<file path="config.mk">
export PLATFORM = sky130hd
export DESIGN_NAME = pifo_drain_ctrl
export DESIGN_NICKNAME = d
export VERILOG_FILES = /design/src/rtl/pifo_pkg.sv /design/src/rtl/pifo_skid_fifo.sv /design/src/rtl/pifo_drain_ctrl.sv
export SDC_FILE = /design/constraint.sdc
export NUM_CORES = 1
export LEC_CHECK = 0
export BUFFER_PORTS_ARGS = -buffer_cell sky130_fd_sc_hd__buf_2
export CORE_MARGIN = 8
export CORE_UTILIZATION = 25
export CTS_BUF_LIST = sky130_fd_sc_hd__clkbuf_4
export DETAILED_ROUTE_END_ITERATION = 8
export REMOVE_ABC_BUFFERS = 1
export SKIP_LAST_GASP = 1
export SLEW_MARGIN = 0
export SYNTH_ARGS = -nofsm -noshare
export SYNTH_HDL_FRONTEND = slang
export SYNTH_SLANG_ARGS = --single-unit
</file>
<file path="constraint.sdc">
create_clock -name clk -period 4 [get_ports clk]
set_clock_uncertainty 0.2 [all_clocks]
set_input_delay 0.8 -clock clk [delete_from_list [all_inputs] [get_ports clk]]
set_output_delay 0.8 -clock clk [all_outputs]
set_load 0.005 [all_outputs]
</file>
<file path="src/rtl/pifo_pkg.sv">
// Shared definitions for the PIFO dequeue-side logic: field width defaults and
// the drain controller state encoding.
package pifo_pkg;

    localparam int RANK_WIDTH_DEF = 8;
    localparam int META_WIDTH_DEF = 8;

    typedef enum logic [1:0] {
        COOL  = 2'd0,
        READY = 2'd1,
        ISSUE = 2'd2
    } drain_state_t;

endpackage

</file>
<file path="src/rtl/pifo_skid_fifo.sv">
// Two-entry FIFO that holds dequeued PIFO entries until the downstream consumer
// accepts them. The head entry is presented combinationally from storage, so a
// push into an empty FIFO is visible on dout right after the push edge.
module pifo_skid_fifo #(
    parameter int WIDTH = 16
) (
    input  logic             clk,
    input  logic             rst,
    input  logic             push,
    input  logic [WIDTH-1:0] din,
    input  logic             ready,
    output logic             valid,
    output logic [WIDTH-1:0] dout,
    output logic             full
);

    logic [WIDTH-1:0] mem [2];
    logic             wr_ptr;
    logic             rd_ptr;
    logic [1:0]       count;
    logic             do_push;
    logic             do_pop;

    assign valid   = (count != 2'd0);
    assign full    = (count == 2'd2);
    assign dout    = mem[rd_ptr];
    assign do_pop  = valid && ready;
    assign do_push = push && !full;

    // Storage, pointers and occupancy; simultaneous push and pop leave the count unchanged.
    always_ff @(posedge clk or posedge rst) begin
        if (rst) begin
            mem[0] <= '0;
            mem[1] <= '0;
            wr_ptr <= 1'b0;
            rd_ptr <= 1'b0;
            count  <= 2'd0;
        end else begin
            if (do_push) begin
                mem[wr_ptr] <= din;
                wr_ptr      <= ~wr_ptr;
            end
            if (do_pop) begin
                rd_ptr <= ~rd_ptr;
            end
            case ({do_push, do_pop})
                2'b10:   count <= count + 2'd1;
                2'b01:   count <= count - 2'd1;
                default: count <= count;
            endcase
        end
    end

endmodule

</file>
<file path="src/rtl/pifo_drain_ctrl.sv">
// Dequeue-side controller for a PIFO. Removes the head only after it has been
// quiet for a settle window following any insert or remove, and forwards each
// removed entry to a valid/ready consumer through a 2-entry buffer.
module pifo_drain_ctrl
    import pifo_pkg::*;
#(
    parameter int RANK_WIDTH    = RANK_WIDTH_DEF,
    parameter int META_WIDTH    = META_WIDTH_DEF,
    parameter int SETTLE_CYCLES = 2,
    parameter int CNT_WIDTH     = 32
) (
    input  logic                  clk,
    input  logic                  rst,
    input  logic                  en,
    input  logic                  pifo_valid,
    input  logic [RANK_WIDTH-1:0] pifo_rank,
    input  logic [META_WIDTH-1:0] pifo_meta,
    input  logic                  pifo_insert,
    output logic                  pifo_remove,
    output logic                  m_valid,
    input  logic                  m_ready,
    output logic [RANK_WIDTH-1:0] m_rank,
    output logic [META_WIDTH-1:0] m_meta,
    output logic [CNT_WIDTH-1:0]  deq_count,
    output logic                  busy
);

    localparam int         DW          = RANK_WIDTH + META_WIDTH;
    localparam logic [3:0] SETTLE_LOAD = 4'(SETTLE_CYCLES);

    drain_state_t    state;
    drain_state_t    state_next;
    logic [3:0]      settle_cnt;
    logic [3:0]      settle_next;
    logic            issue_go;
    logic            buf_full;
    logic [DW-1:0]   buf_dout;

    // The head captured on the READY->ISSUE edge goes straight into the buffer.
    pifo_skid_fifo #(
        .WIDTH (DW)
    ) u_skid (
        .clk   (clk),
        .rst   (rst),
        .push  (issue_go),
        .din   ({pifo_rank, pifo_meta}),
        .ready (m_ready),
        .valid (m_valid),
        .dout  (buf_dout),
        .full  (buf_full)
    );

    assign m_rank = buf_dout[DW-1:META_WIDTH];
    assign m_meta = buf_dout[META_WIDTH-1:0];
    assign busy   = (state != READY) || m_valid;

    // Next-state logic: an insert always wins over a pending remove and restarts the settle window.
    always_comb begin
        state_next  = state;
        settle_next = settle_cnt;
        issue_go    = 1'b0;
        case (state)
            COOL: begin
                if (pifo_insert) begin
                    settle_next = SETTLE_LOAD;
                end else if (settle_cnt == 4'd0) begin
                    state_next = READY;
                end else begin
                    settle_next = settle_cnt - 4'd1;
                end
            end
            READY: begin
                if (pifo_insert) begin
                    state_next  = COOL;
                    settle_next = SETTLE_LOAD;
                end else if (pifo_valid && en && !buf_full) begin
                    state_next = ISSUE;
                    issue_go   = 1'b1;
                end
            end
            ISSUE: begin
                state_next  = COOL;
                settle_next = SETTLE_LOAD;
            end
            default: begin
                state_next  = COOL;
                settle_next = SETTLE_LOAD;
            end
        endcase
    end

    // State, settle counter, registered remove pulse and removal counter.
    always_ff @(posedge clk or posedge rst) begin
        if (rst) begin
            state       <= COOL;
            settle_cnt  <= SETTLE_LOAD;
            pifo_remove <= 1'b0;
            deq_count   <= '0;
        end else begin
            state       <= state_next;
            settle_cnt  <= settle_next;
            pifo_remove <= issue_go;
            if (state == ISSUE) begin
                deq_count <= deq_count + CNT_WIDTH'(1);
            end
        end
    end

endmodule

</file>
# Word level (Yosys, flattened, before mapping)
# Cells that the tools add are included.
# word_totals
ff_bits	75
inputBits	22
# op_classes
add_sub_neg	4
magnitude_cmp	3
n_eq_ne	11
muxes	19
bitwise_logic	4
reduce_logical	13
# op_table
cell	count
16-bit two-way mux	4
32-bit by 1-bit adder with 32-bit output (second input constant)	1
32-bit bitwise mux	1
16-bit demux with 1-bit select	1
4-bit two-way mux	3
2-bit two-way mux	4
2-bit case mux with 2 select lines	2
4-bit case mux with 2 select lines	1
2-bit == test (second input constant)	3
2-bit inequality test (second input constant)	3
3-bit inequality test (second input constant)	2
1-bit logical AND	5
2-bit by 1-bit == test with 1-bit output (second input constant)	2
2-bit greater-or-equal comparator (second input constant)	2
4-bit zero test	1
1-bit inverter with 2-bit output	2
2-bit nonzero test	2
4-bit by 1-bit subtractor with 4-bit output (second input constant)	1
1-bit two-way mux	3
3-bit AND reduction	1
2-bit by 1-bit adder with 2-bit output (second input constant)	1
2-bit zero test	1
2-bit by 1-bit < comparator with 1-bit output (second input constant)	1
2-bit by 1-bit inequality test with 1-bit output (second input constant)	1
other kinds (5)	6

# Logic depth before layout (Yosys ltp)
# logic_depth
word_depth	9
ltp_mapped	7
mapped_depth_nobuf	7

# Hierarchy
# From an unflattened synthesis, not the netlist that was laid out.
# unflattened
hier_cells	273
hier_area_um2	3568.4
# by_module_without_submodules
module	n_inst	cells_each	area_each_um2	seq_area_each_um2
pifo_drain_ctrl	1	169	1914.3	977.2
pifo_skid_fifo	1	104	1654.1	900.9

# Worst setup path before layout
# Ideal clock, no wire load.
# synth_path
path_kind	input port to flip-flop
from	input port pifo_insert
to	register u_skid.mem[16] (netlist name)
setup_time_ps	125
arrival_ps	2143
required_time_ps	3675
path_slack_ps	1532
path_stages	6
path_buffers	2
cell_sequence	nand2b_1 > nor4b_4 > nor2b_1 > buf_2 > buf_4 > mux2_2
# synth_via
elab_chain_cells	3
# synth_rtl
item	line_no	rtl
start: declaration	pifo_drain_ctrl.sv:18	input logic pifo_insert,
1-bit two-way mux	pifo_drain_ctrl.sv:73	if (pifo_insert) begin
1-bit two-way mux	pifo_drain_ctrl.sv:62	case (state)
via issue_go	pifo_drain_ctrl.sv:35	logic issue_go;
1-bit logical AND	pifo_skid_fifo.sv:28	assign do_push = push && !full;
end signal: indexed assignment	pifo_skid_fifo.sv:40	mem[wr_ptr] <= din;
end: declaration	pifo_skid_fifo.sv:17	logic [WIDTH-1:0] mem [2];
# The timed path passes the listed nets, and every way through them passes these cells.
# A chain may end at the register's enable or synchronous reset.

# Final worst setup path
# layout_path
from	register u_skid.rd_ptr
to	output port m_rank[5]
# layout_via
elab_chain_cells	4
# layout_rtl
item	line_no	rtl
start: declaration	pifo_skid_fifo.sv:19	logic rd_ptr;
start signal: assignment	pifo_skid_fifo.sv:44	rd_ptr <= ~rd_ptr;
1-bit inverter with 2-bit output (not written as such)	pifo_skid_fifo.sv:26	assign dout = mem[rd_ptr];
16-bit two-way mux (not written as such) (3 in a row)	pifo_skid_fifo.sv:26	
end: declaration	pifo_drain_ctrl.sv:22	output logic [RANK_WIDTH-1:0] m_rank,
# No other way between the ends. The select of a mux whose other input is x is not followed.

==> run metrics <==
status completed; Setup Buffers After CTS 0; RSZ-0062 raised after global routing false; Core Util, Final 0.303; 1st-iter DRT viols 120; period utilization 0.715; Distinct cells, synth 40; pwr dens 480 mW/mm^2; layout net count between 300 and 400; Pleak between 0.002 and 0.0025 uW; CP arrival around 1.9 ns; die footprint 0.0181 sq mm; grt ovf 0; worst-case clock buffer depth 2; r2r worst-path depth 4; CP Cell Sequence mux2_2, buf_2; worst IR drop on VDD between 0.1 and 0.15 mV; element type at the critical path end primary output; Synth Register Bits 75; relative slew slack 0.439; Slew Viols, Final 0; Synth warnings 0; worst hold path type in2async; Total GRT Usage 0.0929; Worst-Skew Late Latency 0.43 ns; Core ar. 0.0138 sq mm; post-DR vias/cell 4.44; Max Freq 349 MHz; critical path fanouts, max 17; hold_buf cts 0; Residual DRC 0; largest area contributor in the netlist dfrtp_1; gpl congestion 0.730; number of flops mapped to enable cells by yosys 0; DRT Pass-1 Iters 5; H-Tree Depth 3; capturing point of the worst reg2reg path deq_count[16]; Mapped Avg Cell Area 12.8 sq um; largest net degree at the start of global routing 33; clk slew on worst S/H paths 0.13 ns; DP HPWL 6010 um; CTS resizes 0; share of cells above drive strength 1 0.440; row cnt 43; width of the die 135 um; synthesized area 0.00351 sq mm; r2r startpoint state[1]; via count 2400; Post-synth ARST share 1.00; Hold Vio Cnt, Final 0; FF-to-FF setup slack 1.69 ns; drt wl/cell 14.7 um; Slew @ Worst Pin ~0.83 ns; P&R area growth vs syn 19.4%; required time worst endpoint 3.00 ns; initial core utilization 0.254; nature of the critical path startpoint flop; Max stage delay cell, worst path dfrtp_1; kind of critical path reg2out; sequential fraction of the synthesis area 0.535; Clock Sinks 75; number of global-route vias before repair 2554; initial antenna violation count 1; Worst Path Buf+Inv 1; cells after synthesis 275; Final ANT Viol Nets 0; final setup TNS 0 ns; Die Y-Extent ~130 um; CTS tree built; Inserted Clock Buffers 9; Primary FF master, synth dfrtp_1; Max Cap Viol 0; root buf cell clkbuf_4; share of the synthesized area in the top cell type 0.527; # port buffers 72; Worst Setup SP u_skid.rd_ptr; Routed WL 7960 um; Largest stage delay, worst path 0.88 ns; Worst path depth 2; first-pass GRT wire length 13300 um; num ports 73; fin crit period around 2.9 ns; ranking of synthesized cells by area dfrtp_1, mux2_2, xor2_1, xnor2_1, nor3_1; # setup viols final 0; CP Capture Point m_rank[5]; kind of cell adding the most delay to the critical path flip-flops
-- logic make-up (layout without fill, tap and decap cells) --
family          Yosys count  in the layout  share of synthesized area
buf+inv                  17            101                     0.0242
mux                      50             50                      0.160
compound gates            6              6                     0.0110
flops                    75             75                      0.535
simple gates             87             87                      0.166
fa+ha+maj                 4              4                     0.0143
xor+xnor                 36             36                     0.0898
other cells               0              1                          0
-- power breakdown --
| part | internal (uW) | total, uW | switching, uW |
|---|---|---|---|
| Clock | 125 | 410 | 285 |
| Sequential | 928 | 1070 | 141 |
| Combinational | 326 | 533 | 207 |
-- synth_stat cells, drive strengths merged (2+ instances only) --
cell,n
dfrtp,74
mux2,49
xor2,20
xnor2,16
nand2,14
nor3,13
inv,9
nand3,9
nand4,8
nor4,8
nor2,7
and4,6
buf,5
ha,4
a21oi,3
clkbuf,3
nand2b,3
nor2b,3
nor4b,3
or2,3
or4,3
and2,2
nand3b,2
-- cells in the final DEF, fill, tap and decap left out, types with 2 or more instances in the layout --
master,count
a21oi_1,3
and2_1,2
and4_1,6
buf_2,72
buf_4,4
clkbuf_4,9
clkinv_2,4
clkinv_4,2
dfrtp_1,74
ha_1,4
inv_1,8
mux2_2,49
nand2_1,12
nand2_2,2
nand2b_1,3
nand3_1,9
nand4_1,8
nor2_1,7
nor2b_1,3
nor3_1,13
nor4_1,3
nor4_2,3
nor4_4,2
nor4b_1,2
or2_2,3
xnor2_1,16
xor2_1,20
-- stage by stage --
stage	total power, uW	hold WS (ns)	std cells	area (sq um)	worst slack (ns)
after global routing	2150	0.273	540	4190	1.01
after global placement	1600	0.255	523	4080	1.38
after floorplan	1410	0.257	267	3460	1.09
final	2010	0.277	540	4190	1.14
after detailed placement	1630	0.253	523	4080	1.32
after CTS	2050	0.275	539	4190	1.07
-- layer usage --
metal | wire [um] | global-route usage | vias to the layer above
met5 | 0 | 0 | -
met4 | 133 | 0.0412 | 0
met3 | 430 | 0.0357 | 10
met2 | 3750 | 0.145 | 42
met1 | 3650 | 0.112 | 1212
li1 | - | - | 1136
-- how the worst min path moves through the flow --
stage | cells past startpoint | from | endpoint | slack (ns)
after global routing | 2 | rst | deq_count[7] | 0.27
after floorplan | 1 | u_skid.count[1] | u_skid.count[1] | 0.26
final | 2 | rst | deq_count[7] | 0.28
after detailed placement | 1 | deq_count[31] | deq_count[31] | 0.25
after CTS | 2 | rst | u_skid.count[0] | 0.27
after global placement | 1 | deq_count[31] | deq_count[31] | 0.25
-- sequential cells by signal, indices dropped and copies added, names as in the netlist --
| name | count |
|---|---|
| deq_count | 32 |
| pifo_remove | 1 |
| settle_cnt | 4 |
| state | 2 |
| u_skid.count | 2 |
| u_skid.mem | 32 |
| u_skid.rd_ptr | 1 |
| u_skid.wr_ptr | 1 |
-- cell type report --
type | instances | area [sq um]
diodes | 1 | 2.50
clock buffers | 9 | 67.6
clock inverters | 7 | 45.0
fillers | 1417 | 9640
inverters | 9 | 33.8
multi-input cells | 183 | 1550
flip-flops and latches | 75 | 1880
well taps | 180 | 225
repair buffers | 76 | 390
No activity file was read; power rests on OpenSTA's default activity.
